==> src/rtl/spi_sram_target_if.sv <==
// SPI pins plus the local byte-memory port of the serial SRAM emulator.
// The target drives MISO and the memory strobes; the board/bench drives the rest.
interface spi_sram_target_if #(
   parameter int ADDR_BITS = 16
);
   logic                 sck;
   logic                 nss;
   logic                 mosi;
   logic                 miso;
   logic                 miso_oe;
   logic [ADDR_BITS-1:0] mem_addr;
   logic [7:0]           mem_wdata;
   logic                 mem_we;
   logic                 mem_re;
   logic [7:0]           mem_rdata;

   modport slave (
      input  sck, nss, mosi, mem_rdata,
      output miso, miso_oe, mem_addr, mem_wdata, mem_we, mem_re
   );

   modport master (
      output sck, nss, mosi, mem_rdata,
      input  miso, miso_oe, mem_addr, mem_wdata, mem_we, mem_re
   );
endinterface

==> src/rtl/spi_sram_target.sv <==
// 23LC512-style serial SRAM target for a bit-banged mode-0 SPI master.
// SCK/nSS/MOSI are oversampled in the clk domain; nothing runs on SCK itself.
module spi_sram_target #(
   parameter int ADDR_BITS = 16,
   parameter int PAGE_BITS = 5
) (
   input logic               clk,
   input logic               rst,
   spi_sram_target_if.slave  bus
);
   typedef enum logic [3:0] {
      IDLE, CMD, ADDR_HI, ADDR_LO, RD_DATA, WR_DATA, STAT_RD, STAT_WR, IGNORE
   } state_t;

   state_t               state;
   logic                 sck_m, sck_s, sck_d;
   logic                 nss_m, nss_s;
   logic                 mosi_m, mosi_s;
   logic                 armed;
   logic                 seen_high;
   logic                 is_read;
   logic                 re_d;
   logic [2:0]           bitcnt;
   logic [7:0]           sh_in;
   logic [7:0]           sh_out;
   logic [7:0]           rd_buf;
   logic [7:0]           addr_hi;
   logic [1:0]           mode;
   logic [7:0]           status;
   logic [7:0]           byte_in;
   logic [15:0]          addr16;
   logic [ADDR_BITS-1:0] next_addr;
   logic                 rise;
   logic                 fall;
   logic                 byte_done;
   logic                 byte_mode;

   // A rise only counts once SCK has been seen low while selected, so a
   // clock already high at the nSS fall cannot clock in a bogus bit.
   assign rise      = sck_s & ~sck_d & armed & ~nss_s & (state != IDLE);
   assign fall      = ~sck_s & sck_d & ~nss_s;
   assign byte_in   = {sh_in[6:0], mosi_s};
   assign byte_done = rise && (bitcnt == 3'd7);
   assign addr16    = {addr_hi, byte_in};
   assign status    = {mode, 6'd0};
   assign byte_mode = (mode == 2'b00) || (mode == 2'b11);

   // Page mode wraps inside the page, sequential wraps the whole space.
   always_comb begin
      next_addr = bus.mem_addr + ADDR_BITS'(1);
      if (mode == 2'b10) begin
         next_addr = bus.mem_addr;
         next_addr[PAGE_BITS-1:0] = bus.mem_addr[PAGE_BITS-1:0] + PAGE_BITS'(1);
      end
   end

   // Synchronizers reset low so a target held selected through reset waits
   // for a genuine deselect/select before it listens again.
   always_ff @(posedge clk) begin
      if (rst) begin
         state         <= IDLE;
         sck_m         <= 1'b0;
         sck_s         <= 1'b0;
         sck_d         <= 1'b0;
         nss_m         <= 1'b0;
         nss_s         <= 1'b0;
         mosi_m        <= 1'b0;
         mosi_s        <= 1'b0;
         armed         <= 1'b0;
         seen_high     <= 1'b0;
         is_read       <= 1'b0;
         re_d          <= 1'b0;
         bitcnt        <= 3'd0;
         sh_in         <= 8'd0;
         sh_out        <= 8'd0;
         rd_buf        <= 8'd0;
         addr_hi       <= 8'd0;
         mode          <= 2'b01;
         bus.miso      <= 1'b0;
         bus.miso_oe   <= 1'b0;
         bus.mem_addr  <= '0;
         bus.mem_wdata <= 8'd0;
         bus.mem_we    <= 1'b0;
         bus.mem_re    <= 1'b0;
      end else begin
         sck_m      <= bus.sck;
         sck_s      <= sck_m;
         sck_d      <= sck_s;
         nss_m      <= bus.nss;
         nss_s      <= nss_m;
         mosi_m     <= bus.mosi;
         mosi_s     <= mosi_m;
         bus.mem_we <= 1'b0;
         bus.mem_re <= 1'b0;
         re_d       <= bus.mem_re;
         if (bus.mem_we) begin
            bus.mem_addr <= next_addr;
         end
         if (nss_s) begin
            state       <= IDLE;
            bitcnt      <= 3'd0;
            armed       <= 1'b0;
            seen_high   <= 1'b1;
            bus.miso    <= 1'b0;
            bus.miso_oe <= 1'b0;
         end else begin
            armed <= armed | ~sck_s;
            if (rise) begin
               sh_in  <= byte_in;
               bitcnt <= bitcnt + 3'd1;
            end
            case (state)
               IDLE: begin
                  if (seen_high) begin
                     state <= CMD;
                  end
               end
               CMD: begin
                  if (byte_done) begin
                     case (byte_in)
                        8'h03: begin
                           is_read <= 1'b1;
                           state   <= ADDR_HI;
                        end
                        8'h02: begin
                           is_read <= 1'b0;
                           state   <= ADDR_HI;
                        end
                        8'h05: begin
                           state       <= STAT_RD;
                           sh_out      <= status;
                           bus.miso    <= status[7];
                           bus.miso_oe <= 1'b1;
                        end
                        8'h01:   state <= STAT_WR;
                        default: state <= IGNORE;
                     endcase
                  end
               end
               ADDR_HI: begin
                  if (byte_done) begin
                     addr_hi <= byte_in;
                     state   <= ADDR_LO;
                  end
               end
               ADDR_LO: begin
                  if (byte_done) begin
                     bus.mem_addr <= addr16[ADDR_BITS-1:0];
                     if (is_read) begin
                        bus.mem_re <= 1'b1;
                        state      <= RD_DATA;
                     end else begin
                        state <= WR_DATA;
                     end
                  end
               end
               // Each fetched byte waits in rd_buf and moves into the shifter on
               // the fall that starts the next byte; the very first one goes out
               // immediately because nothing is being shifted yet.
               RD_DATA: begin
                  if (re_d) begin
                     rd_buf <= bus.mem_rdata;
                     if (!bus.miso_oe) begin
                        sh_out      <= bus.mem_rdata;
                        bus.miso    <= bus.mem_rdata[7];
                        bus.miso_oe <= 1'b1;
                     end
                  end
                  if (byte_done) begin
                     if (byte_mode) begin
                        state       <= IGNORE;
                        bus.miso    <= 1'b0;
                        bus.miso_oe <= 1'b0;
                     end else begin
                        bus.mem_addr <= next_addr;
                        bus.mem_re   <= 1'b1;
                     end
                  end else if (fall && bus.miso_oe) begin
                     if (bitcnt == 3'd0) begin
                        sh_out   <= rd_buf;
                        bus.miso <= rd_buf[7];
                     end else begin
                        sh_out   <= {sh_out[6:0], 1'b0};
                        bus.miso <= sh_out[6];
                     end
                  end
               end
               WR_DATA: begin
                  if (byte_done) begin
                     bus.mem_wdata <= byte_in;
                     bus.mem_we    <= 1'b1;
                     if (byte_mode) begin
                        state <= IGNORE;
                     end
                  end
               end
               STAT_RD: begin
                  if (fall) begin
                     if (bitcnt == 3'd0) begin
                        sh_out   <= status;
                        bus.miso <= status[7];
                     end else begin
                        sh_out   <= {sh_out[6:0], 1'b0};
                        bus.miso <= sh_out[6];
                     end
                  end
               end
               STAT_WR: begin
                  if (byte_done) begin
                     mode  <= byte_in[7:6];
                     state <= IGNORE;
                  end
               end
               default: begin
                  bus.miso    <= 1'b0;
                  bus.miso_oe <= 1'b0;
               end
            endcase
         end
      end
   end
endmodule
==> src/flat_wrapper.sv <==
// flat-port wrapper written by rule: the top's interface ports become plain ports
module spi_sram_target_flat 
#(
   parameter int ADDR_BITS = 16,
   parameter int PAGE_BITS = 5
)
  (clk, rst, bus_sck, bus_nss, bus_mosi, bus_mem_rdata, bus_miso, bus_miso_oe, bus_mem_addr, bus_mem_wdata, bus_mem_we, bus_mem_re);
  spi_sram_target_if #(.ADDR_BITS(ADDR_BITS)) bus_i ();
  input logic clk;
  input logic rst;
  input wire logic [$bits(bus_i.sck)-1:0] bus_sck;
  input wire logic [$bits(bus_i.nss)-1:0] bus_nss;
  input wire logic [$bits(bus_i.mosi)-1:0] bus_mosi;
  input wire logic [$bits(bus_i.mem_rdata)-1:0] bus_mem_rdata;
  output wire logic [$bits(bus_i.miso)-1:0] bus_miso;
  output wire logic [$bits(bus_i.miso_oe)-1:0] bus_miso_oe;
  output wire logic [$bits(bus_i.mem_addr)-1:0] bus_mem_addr;
  output wire logic [$bits(bus_i.mem_wdata)-1:0] bus_mem_wdata;
  output wire logic [$bits(bus_i.mem_we)-1:0] bus_mem_we;
  output wire logic [$bits(bus_i.mem_re)-1:0] bus_mem_re;
  assign bus_i.sck = bus_sck;
  assign bus_i.nss = bus_nss;
  assign bus_i.mosi = bus_mosi;
  assign bus_i.mem_rdata = bus_mem_rdata;
  assign bus_miso = bus_i.miso;
  assign bus_miso_oe = bus_i.miso_oe;
  assign bus_mem_addr = bus_i.mem_addr;
  assign bus_mem_wdata = bus_i.mem_wdata;
  assign bus_mem_we = bus_i.mem_we;
  assign bus_mem_re = bus_i.mem_re;
  spi_sram_target #(.ADDR_BITS(ADDR_BITS), .PAGE_BITS(PAGE_BITS)) u_core (.clk(clk), .rst(rst), .bus(bus_i));
endmodule
==> config.mk <==
export PLATFORM = sky130hd
export DESIGN_NAME = spi_sram_target_flat
export DESIGN_NICKNAME = d
export VERILOG_FILES = /design/src/rtl/spi_sram_target_if.sv /design/src/rtl/spi_sram_target.sv /design/src/flat_wrapper.sv
export SDC_FILE = /design/constraint.sdc
export NUM_CORES = 1
export LEC_CHECK = 0
export ABC_AREA = 0
export CAP_MARGIN = 25
export CORE_MARGIN = 2
export CORE_UTILIZATION = 29
export CTS_CLUSTER_SIZE = 14
export DETAILED_ROUTE_END_ITERATION = 10
export GPL_TIMING_DRIVEN = 0
export SLEW_MARGIN = 20
export SYNTH_ARGS = -nofsm -noshare
export SYNTH_HDL_FRONTEND = slang
export SYNTH_SLANG_ARGS = --single-unit
export TNS_END_PERCENT = 10
==> constraint.sdc <==
create_clock -name clk -period 3.2 [get_ports clk]
set_clock_uncertainty 0.05 [all_clocks]
set_input_delay 0.32 -clock clk [delete_from_list [all_inputs] [get_ports clk]]
set_output_delay 0.32 -clock clk [all_outputs]
set_load 0.01 [all_outputs]
* Word level (Yosys, flattened, before mapping)
Cells that the tools add are included.
** Word-level totals
- Register bits :: 79
- Input bits :: 13
- Logic and storage cells :: 140
** Operators by class
- $add $sub $neg :: 3
- Equality and inequality tests :: 23
- Multiplexer cells :: 51
- Bitwise gates (word level) :: 13
- Reductions and logical operators :: 26
** Operators with widths (number)
- $mux 16 :: 6
- $mux 8 :: 9
- $pmux 16 s2 :: 1
- $mux 4 :: 7
- $pmux 4 s6 :: 1
- $pmux 8 s3 :: 1
- $mux 1 :: 21
- $ne 2x1->1 const B :: 9
- $add 16x1->16 const B :: 1
- $eq 4x3->1 const B :: 4
- $eq 8x2->1 const B :: 2
- $reduce_and 3->1 :: 5
- $pmux 4 s3 :: 1
- $eq 4x2->1 const B :: 2
- $eq 8x1->1 const B :: 1
- $eq 8x3->1 const B :: 1
- $reduce_and 4->1 :: 2
- $reduce_and 8->1 :: 1
- $and 1x1->1 :: 6
- $not 1->1 :: 6
- $reduce_bool 6->1 :: 1
- $reduce_or 2->1 :: 3
- $reduce_or 6->1 :: 1
- $add 5x1->5 const B :: 1
- 20 further kinds :: 23

* Depth between registers and ports, before layout
Gate-level depths: netlist of the first run.
- Word-level depth :: 9
- Depth in mapped cells :: 8
- Depth with buffers taken out :: 7

* Least setup slack after synthesis of the first run
Ideal clock, no wire load.
- Path kind :: reg-to-reg
- Start point :: register u_core.mode[0]
- End point :: register u_core.bus.mem_addr[9]
- Setup time :: 128 ps
- Arrival time :: 1695 ps
- Data required time :: 3022 ps
- Path slack :: 1328 ps
- Cell stages (with the launch flop) :: 8
- Buffers on the path :: 0
- Period minus slack after synthesis :: 1872 ps
- Cells stage by stage :: dfxtp_1 > inv_1 > ha_1 > nand2b_1 > a211oi_1 > a211oi_1 > a221oi_1 > o21ai_0
** On the way
- Longest elaborated chain between the ends :: 7
- Elaborated cells between the ends (all ways) :: 11
** RTL lines
- from (decl) :: line spi_sram_target.sv:28 : logic [1:0] mode;
- from (signal assigned) :: line spi_sram_target.sv:210 : mode <= byte_in[7:6];
- $eq 2x2->1 :: line spi_sram_target.sv:51 : if (mode == 2'b10) begin
- $mux 16 :: line spi_sram_target.sv:51
- $mux 16 :: line spi_sram_target.sv:96 : if (bus.mem_we) begin
- $mux 16 :: line spi_sram_target.sv:170 : if (byte_mode) begin
- $mux 16 :: line spi_sram_target.sv:169 : if (byte_done) begin
- $pmux 16 s2 :: line spi_sram_target.sv:112 : case (state)
- $mux 16 * :: line spi_sram_target.sv:99 : if (nss_s) begin
- to (signal assigned) :: line spi_sram_target.sv:97 : bus.mem_addr <= next_addr;
- to (signal assigned) :: line spi_sram_target.sv:148 : bus.mem_addr <= addr16[ADDR_BITS-1:0];
- to (signal assigned) :: line spi_sram_target.sv:175 : bus.mem_addr <= next_addr;
- to (decl) :: line spi_sram_target_if.sv:19 : output miso, miso_oe, mem_addr, mem_wdata, mem_we, mem_re
Every way passes the cells marked *; elsewhere a longest branch is shown, timed or not.
A chain may end at the register's enable or synchronous reset.

* Worst setup path in the final report of the first run
- Start point :: register u_core.bitcnt[1]
- End point :: register u_core.bus.mem_addr[12]
** On the way
- Longest elaborated chain between the ends :: 5
- Elaborated cells between the ends (all ways) :: 6
** RTL lines
- from (decl) :: line spi_sram_target.sv:23 : logic [2:0] bitcnt;
- from (signal assigned) :: line spi_sram_target.sv:110 : bitcnt <= bitcnt + 3'd1;
- $eq 3x3->1 * :: line spi_sram_target.sv:43 : assign byte_done = rise && (bitcnt == 3'd7);
- $logic_and 1x1->1 * :: line spi_sram_target.sv:43
- $mux 16, on equally long branches :: line spi_sram_target.sv:169, spi_sram_target.sv:147
- $pmux 16 s2 * :: line spi_sram_target.sv:112
- $mux 16 * :: line spi_sram_target.sv:99
Marks and branches as above.

==> impl_metrics.csv, run 1 <==
group,metric,value,unit
setup_path,regToRegStartpoint,"u_core.bitcnt[1]",
floorplanning,die_area,15800,um2
detailed_routing,first_pass_iters,5,
timing,fin_crit,2660,ps
yosys,yosys.area_share.simple,26.0,%
yosys,synthMuxAreaShare,8.42,%
detailed_routing,wire_per_inst,17.0,um
yosys,synth_fa_ha_area_share,1.46,%
pwr,power.density,450,nW/um2
final_layout,final_cell_mix,"dfxtp_1 (78), nor2_1 (57), nand2_1 (45)",
global_route,grt_first_pass_wirelength,20300,um
final_layout,drive_above_1_share,8.32,%
global_route,grt_max_degree,15,
cts,cts_sinks,78,
floorplanning,io_pins,41,
yosys,yosysWarnings,0,
global_route,grt_pass1_vias,3734,
timing,rsz0062_at_grt,"no",
global_route,track_usage,16.1,%
yosys,synth-seq-cells,78,
timing,setup_violations,0,
cts,clock_latency,340,ps
timing,relSlewSlack,24.7,%
hold_path,worst_hold_startpoint,"u_core.mosi_m",
global_route,grt_overflow_total,0,
floorplanning,initial_core_util,29.7,%
yosys,synthDistinctLibCells,70,
cts,clock_path_buffers,2,
place,port_buffers,39,
floorplanning,coreArea,14500,um2
final_layout,areaGrowthSynthToFinish,22.7,%
detailed_routing,met2_length,5950,um
setup_path,worst-path-max-fanout,7,
timing,finalSetupTns,0,ps
setup_path,required,3410,ps
floorplanning,chipWidth,126,um
yosys,synth_top_family_by_area,"simple AND/OR/NAND/NOR gates",
setup_path,worstSetupPathType,"flop to flop",
place,gp_congestion,0.933,
detailed_routing,vias,4056,
cts,ctsHoldBuffers,0,
yosys,synth_xor_area_share,3.26,%
detailed_routing,wl_met1,5700,um
global_route,antenna_found_initial,0,
final_layout,final_common_cell,"dfxtp_1",
final_layout,layout.nets,578,
yosys,synth_compound_area_share,19.7,%
setup_path,critPathLaunchType,"flop",
yosys,avgSynthCellArea,8.42,um2
run_status,run_status,"finished, final reports clean",
yosys,synth-main-ff-cell,"dfxtp_1",
cts,cts_tree,"done",
detailed_routing,drtAntennaViolNets,0,
cts,cts.reportedPaths.clkPinSlew,60,ps
hold_path,holdPathEnd,"u_core.mosi_s",
final_layout,antennaDiodeCount,0,
detailed_routing,via_per_inst,5.42,
yosys,netlist_area,4290,um2
floorplanning,die_y,126,um
timing,final.period_utilization,83.0,%
timing,fmax,0.376,GHz
timing,tightest_slew,1120,ps
cts,htree_levels,3,
detailed_routing,drt_iter0_drc,298,
detailed_routing,wirelength,12700,um
yosys,ys_seq_area_share,36.4,%
timing,drv_slew,0,
timing,finalHoldViolCount,0,
setup_path,arrival,2870,ps
hold_path,hold_path.class,"flop to flop",
yosys,async_flop_share,0,%
detailed_routing,dr.max_layer_used,"met4",
detailed_routing,met3RoutedLength,873,um
place,place.detailed.hpwl,9490,um
setup_path,endpoint_kind,"flop",
yosys,synth_edf_count,0,
pwr,fin_total_pwr,2.37,mW
setup_path,reg2reg_setup_slack,540,ps
cts,cts-resized-gates,0,
cts,cts_buffers,9,
detailed_routing,drc,0,
hold_path,hold_path_depth,1,
setup_path,worstRegToRegCells,8,
yosys,syn_nets,528,
cts,clock-root-buffer,"clkbuf_16",
pwr,vdd_drop_max,0.000195,V
pwr,total_leakage_power,2.08,nW
floorplanning,rows,44,
setup_path,r2r_end,"u_core.bus.mem_addr[12]",
yosys,synthCells,510,
cts,post-cts-setup-buffer-count,0,
run,maxCapViolCount,0,
setup_path,crit_path_start,"u_core.bitcnt[1]",
==> state kept, by name, summed over array words and instances (netlist names), 2 cells and up <==
register	count
u_core.bus.mem_addr	16
u_core.bitcnt	3
u_core.rd_buf	8
u_core.sh_in	7
u_core.mode	2
u_core.state	4
u_core.sh_out	7
u_core.addr_hi	8
u_core.bus.mem_wdata	8
==> worst max-delay path, cell delays in order (launching register included) <==
cell      delay, ps
dfxtp_1         350
ha_1            160
ha_1            300
inv_1           120
nor3_1          920
and2_0          220
clkbuf_1        220
nand2_1         140
o221ai_1         80
==> kinds of logic after synthesis <==
kind of cell             count (synthesis)
AO/OA/AOI/OAI                          120
AND/OR/NAND/NOR                        207
multiplexers                            36
XOR/XNOR                                16
flip-flops                              78
adder cells (fa/ha/maj)                  5
buffers and inverters                   48
==> cells in the mapped netlist (all sizes together) (2+ instances only) <==
master	instances	area, um2
o21ai	16	83.8
and4b	2	20.0
o221ai	7	61.3
dfxtp	78	1560
nor3	11	70.1
ha	5	62.6
nand4	7	43.8
a211oi	6	45.0
nand4bb	2	27.5
a21o	7	52.6
or3b	3	26.3
a221oi	3	26.3
o311ai	2	17.5
a41oi	2	17.5
o311a	2	20.0
o22ai	5	31.3
a2111oi	2	17.5
a21oi	31	155
and3	5	31.3
and4bb	2	25.0
a2bb2oi	3	26.3
o211ai	5	37.5
o31ai	4	35.0
nand2	45	169
or4	2	18.8
or3	3	18.8
a31oi	7	43.8
a32o	5	50.1
xnor2	5	43.8
a31o	3	26.3
nor4b	4	56.3
and2	3	18.8
nor4	3	18.8
o41ai	3	33.8
nor2	57	214
mux2i	35	350
clkbuf	21	78.8
xor2	11	96.3
and3b	3	26.3
nor2b	15	93.8
nand3	30	150
buf	11	68.8
inv	16	60.1
nand2b	5	31.3
==> worst max-delay path by stage <==
stage | to | slack (ps) | cells past startpoint
finish | u_core.bus.mem_addr[12] | 540 | 8
global route | u_core.bus.mem_addr[12] | 370 | 8
CTS | u_core.bus.mem_addr[15] | 650 | 8
detailed placement | u_core.bus.mem_addr[15] | 660 | 8
global placement | u_core.bus.mem_addr[10] | 610 | 8
floorplan | u_core.bus.mem_addr[9] | 1330 | 7
==> where the power goes <==
part	switching [mW]	total (mW)	internal, mW
Combinational	0.106	0.167	0.0610
Sequential	0.00917	0.991	0.981
Clock	0.423	1.21	0.789
==> through the flow <==
| step | cells | hold slack (ps) | utilization (%) | instance area [um2] | worst slack, ps |
|---|---|---|---|---|---|
| finish | 749 | 387 | 36.4 | 5270 | 543 |
| global route | 749 | 409 | 36.4 | 5270 | 366 |
| CTS | 749 | 391 | 36.4 | 5270 | 646 |
| detailed placement | 733 | 374 | 33.9 | 4910 | 655 |
| global placement | 733 | 366 | 33.9 | 4910 | 609 |
| floorplan | 510 | 364 | - | 4290 | 1330 |
==> cell type report <==
cell class / instances / area [um2]
buffer: 32 / 148
sequential: 78 / 1560
fill: 1474 / 9210
timing repair buffer: 39 / 390
clock inverter: 6 / 116
multi-input combinational: 384 / 2520
tap: 184 / 230
inverter: 16 / 60.1
clock buffer: 10 / 239
==> metal layers <==
metal  vias up  global-route usage (%)
met4         0                    5.69
met3        15                    2.97
li1       1971                       -
met5         -                       0
met1      1918                    21.7
met2       152                    26.0
Power figures use the tool's default switching activity.
==> run 2, diff against run 1 <==
Clock period 3.2 ns to 2.8 ns, I/O delays scaled along.
==> impl_metrics.csv, run 2 (synthesized netlist as in run 1, its figures left out) <==
group,metric,value,unit
floorplanning,die_area,15800,um2
pwr,total_leakage_power,2.08,nW
floorplanning,initial_core_util,29.7,%
timing,fin_crit,2480,ps
floorplanning,coreArea,14500,um2
place,gp_congestion,0.933,
setup_path,critPathSlowestCell,"nor3_1",
cts,cts-resized-gates,0,
timing,drv_slew,0,
setup_path,required,3000,ps
detailed_routing,first_pass_iters,5,
place,port_buffers,39,
setup_path,endpoint_kind,"flop",
final_layout,antennaDiodeCount,0,
timing,final.setup.worst_slack,319,ps
timing,hold_slack,386,ps
cts,clock_path_buffers,2,
cts,clock_latency,340,ps
place,placed_cells,733,
pwr,p_sw_share,22.7,%
place,place.detailed.hpwl,9490,um
place,pre_cts_slack,255,ps
pwr,power.density,513,nW/um2
timing,rsz0062_at_grt,"no",
final_layout,stdcell_area,5280,um2
detailed_routing,wirelength,12800,um
place,dpl-instance-area,4910,um2
floorplanning,rows,44,
final_layout,layout.nets,578,
final_layout,instances_no_fill,749,
global_route,grt_overflow_total,0,
pwr,p_seq_share,41.8,%
setup_path,crit_buf_inv,1,
setup_path,worst-path-max-fanout,6,
global_route,met2_usage,26.0,%
timing,setup_violations,0,
hold_path,hold_path.class,"flop to flop",
timing,final.period_utilization,88.6,%
global_route,top_usage_layer,"met2",
final_layout,final_core_utilization,36.4,%
cts,clock-root-buffer,"clkbuf_16",
cts,htree_levels,3,
timing,relSlewSlack,43.0,%
final_layout,regMostFlops,"u_core.bus.mem_addr",
final_layout,final_common_cell,"dfxtp_1",
pwr,vdd_drop_max,0.000222,V
global_route,antenna_found_initial,0,
pwr,fin_total_pwr,2.71,mW
floorplanning,die_y,126,um
floorplanning,chipWidth,126,um
detailed_routing,vias,4049,
global_route,track_usage,16.1,%
cts,post-cts-setup-buffer-count,0,
global_route,grt_max_degree,15,
global_route,grt_use_met3,2.97,%
setup_path,arrival,2680,ps
setup_path,path_cells,"inv_1 > ha_1 > nand2b_1 > nor3_1 > o2111ai_1 > xor2_1 > o221ai_1",
pwr,combPwrFrac,7.1,%
global_route,use_met1,21.7,%
timing,finalSetupTns,0,ps
cts,cts_tree,"done",
final_layout,drive_above_1_share,8.50,%
run_status,run_status,"finished, final reports clean",
global_route,grt_first_pass_wirelength,20300,um
setup_path,critPathLaunchType,"flop",
setup_path,cpPeakStageDelay,670,ps
detailed_routing,wire_per_inst,17.0,um
floorplanning,io_pins,41,
timing,fmax,0.403,GHz
setup_path,worstSetupPathType,"flop to flop",
cts,ctsHoldBuffers,0,
detailed_routing,drtAntennaViolNets,0,
run,maxCapViolCount,0,
final_layout,largest_register_ffs,16,
global_route,grt_pass1_vias,3734,
timing,finalHoldViolCount,0,
pwr,p_sw,0.613,mW
detailed_routing,via_per_inst,5.41,
cts,cts_sinks,78,
final_layout,areaGrowthSynthToFinish,22.8,%
detailed_routing,drc,0,
pwr,p_clk_share,51.1,%
detailed_routing,drt_iter0_drc,287,
cts,cts.reportedPaths.clkPinSlew,60,ps
setup_path,cp_top_family,"simple AND/OR/NAND/NOR gates",
pwr,p_int,2.09,mW
timing,tightest_slew,848,ps
final_layout,final_cell_mix,"dfxtp_1 (78), nor2_1 (57), nand2_1 (45)",
cts,cts_buffers,9,
## run 2: layer usage
metal	up-vias	part of all wire [%]
met5	-	0
met1	1931	46
met2	133	47
met4	0	1.7
met3	17	5.7
li1	1968	-
## run 2: cell type report
cell class / instances / area (um2)
Buffer: 32 / 148
Clock inverter: 6 / 116
Tap cell: 184 / 230
Inverter: 16 / 60.1
Timing Repair Buffer: 39 / 390
Multi-Input combinational cell: 384 / 2530
Clock buffer: 10 / 239
Fill cell: 1473 / 9200
Sequential cell: 78 / 1560
## run 2: power groups by stage
stage	Combinational (mW)	Clock [mW]	Sequential, mW
after global placement	0.186	0	1.16
after floorplan	0.126	0	1.15
final	0.193	1.38	1.13
after CTS	0.190	1.41	1.13
after global routing	0.210	1.46	1.13
after detailed placement	0.189	0	1.16
## run 2: worst paths after layout
| check | endpoint | startpoint | cells after the start | slack [ps] |
|---|---|---|---|---|
| setup reg to reg | u_core.bus.mem_addr[4] | u_core.mode[0] | 7 | 320 |
| setup / recovery | u_core.bus.mem_addr[4] | u_core.mode[0] | 7 | 320 |
| hold reg to reg | u_core.mosi_s | u_core.mosi_m | 1 | 390 |
| hold / removal | u_core.mosi_s | u_core.mosi_m | 1 | 390 |
==> run 3, diff against run 2 <==
Settings changed: CORE_UTILIZATION 29 to 58, PLACE_DENSITY from default to 0.81.
==> impl_metrics.csv, run 3 (synthesized netlist as in run 1, its figures left out) <==
group,metric,value,unit
setup_path,cp_top_family,"simple AND/OR/NAND/NOR gates",
final_layout,stdcell_area,5020,um2
hold_path,hold_path_depth,1,
cts,ctsHoldBuffers,0,
pwr,power.density,447,nW/um2
detailed_routing,vias,4212,
floorplanning,coreArea,7210,um2
final_layout,largest_register_ffs,16,
setup_path,path_cells,"ha_1 > ha_1 > inv_1 > nor3_1 > and2_0 > clkbuf_1 > nand2_1 > o221ai_1",
detailed_routing,wire_per_inst,17.6,um
setup_path,worst-path-stages,8,
setup_path,critPathLaunchType,"flop",
cts,cts-resized-gates,0,
pwr,p_seq_share,50.4,%
detailed_routing,first_pass_iters,5,
global_route,met2_usage,47.2,%
cts,cts_buffers,9,
setup_path,worst-path-max-fanout,7,
pwr,total_leakage_power,2.01,nW
detailed_routing,drtAntennaViolNets,0,
pwr,p_sw,0.619,mW
run_status,run_status,"finished, final reports clean",
global_route,grt_overflow_total,0,
cts,cts_tree,"done",
global_route,grt_pass1_vias,3888,
setup_path,cp_common_cell,"ha_1",
cts,htree_levels,3,
floorplanning,chipWidth,90.0,um
final_layout,regMostFlops,"u_core.bus.mem_addr",
setup_path,worstRegToRegCells,8,
pwr,p_clk_share,41.2,%
cts,cts.reportedPaths.clkPinSlew,90,ps
timing,final.period_utilization,91.9,%
global_route,track_usage,28.8,%
final_layout,fill_cells,622,
global_route,grt_first_pass_wirelength,18900,um
detailed_routing,via_per_inst,6.34,
setup_path,cpPeakStageDelay,790,ps
detailed_routing,drt_iter0_drc,421,
run,maxCapViolCount,0,
place,port_buffers,39,
final_layout,layout.nets,578,
pwr,p_int,1.62,mW
detailed_routing,wirelength,11700,um
setup_path,critPathSlowestCell,"nor3_1",
cts,post-cts-setup-buffer-count,0,
global_route,antenna_found_initial,0,
setup_path,required,3040,ps
global_route,top_usage_layer,"met2",
place,dpl-instance-area,4810,um2
timing,tightest_slew,951,ps
setup_path,crit_buf_inv,2,
pwr,combPwrFrac,8.4,%
place,gp_congestion,0.939,
timing,relSlewSlack,36.1,%
timing,fmax,0.389,GHz
cts,cts_sinks,78,
timing,setup_violations,0,
floorplanning,die_y,90.0,um
timing,rsz0062_at_grt,"no",
timing,drv_slew,0,
setup_path,endpoint_kind,"flop",
final_layout,areaGrowthSynthToFinish,16.9,%
timing,finalSetupTns,0,ps
global_route,use_met1,37.9,%
global_route,grt_max_degree,17,
setup_path,arrival,2810,ps
pwr,p_sw_share,27.6,%
cts,clock_latency,360,ps
global_route,grt_use_met3,3.94,%
floorplanning,die_area,8110,um2
pwr,vdd_drop_max,0.000401,V
detailed_routing,drc,0,
final_layout,final_common_cell,"dfxtp_1",
final_layout,drive_above_1_share,8.32,%
final_layout,final_cell_mix,"dfxtp_1 (78), nor2_1 (57), nand2_1 (45)",
hold_path,hold_path.class,"flop to flop",
cts,clock-root-buffer,"clkbuf_8",
floorplanning,initial_core_util,59.5,%
pwr,fin_total_pwr,2.24,mW
timing,fin_crit,2570,ps
floorplanning,rows,31,
setup_path,worstSetupPathType,"flop to flop",
cts,clock_path_buffers,2,
final_layout,antennaDiodeCount,0,
timing,finalHoldViolCount,0,
floorplanning,io_pins,41,
place,place.detailed.hpwl,8570,um
## run 3: per-stage QoR
step	std cells	hold WS, ps	setup slack, ps	util (%)
CTS	664	400	316	69.6
global placement	648	367	379	66.6
detailed placement	648	380	339	66.6
floorplan	510	358	928	-
global route	664	413	93.8	69.6
finish	664	395	226	69.6
## run 3: power groups by stage
stage | clock network, mW | registers, mW | logic [mW]
global route | 0.974 | 1.13 | 0.204
global placement | 0 | 1.16 | 0.180
finish | 0.923 | 1.13 | 0.189
floorplan | 0 | 1.15 | 0.126
CTS | 0.934 | 1.13 | 0.185
detailed placement | 0 | 1.16 | 0.183
## run 3: path summary, 6_finish.rpt
| check | start | endpoint | slack (ps) |
|---|---|---|---|
| worst max-delay path | u_core.bitcnt[1] | u_core.bus.mem_addr[12] | 230 |
| worst min-delay path | u_core.nss_m | u_core.nss_s | 390 |
| worst max register to register | u_core.bitcnt[1] | u_core.bus.mem_addr[12] | 230 |
| worst min register to register | u_core.nss_m | u_core.nss_s | 390 |
## run 3: cell type report
class                      count  area (um2)  share of cell area [%]
clock inverter                 7        87.6                    1.74
inverter                      16        60.1                    1.20
timing repair buffer          39         390                    7.78
buffer                        32         148                    2.94
clock buffer                   9         124                    2.47
multi-input combinational    384        2520                    50.3
tap                           99         124                    2.47
sequential                    78        1560                    31.1
## run 3: metal layers
layer | up-vias | share of wire [%]
met4 | 0 | 3.6
li1 | 1972 | -
met5 | - | 0
met2 | 224 | 46
met3 | 50 | 8.0
met1 | 1966 | 43
## run 3: worst register-to-register path, cell delays in order (launching register included)
cell and delay, ps:
dfxtp_1 370, ha_1 180, ha_1 320, inv_1 120
nor3_1 790, and2_0 230, clkbuf_1 230, nand2_1 140
o221ai_1 80
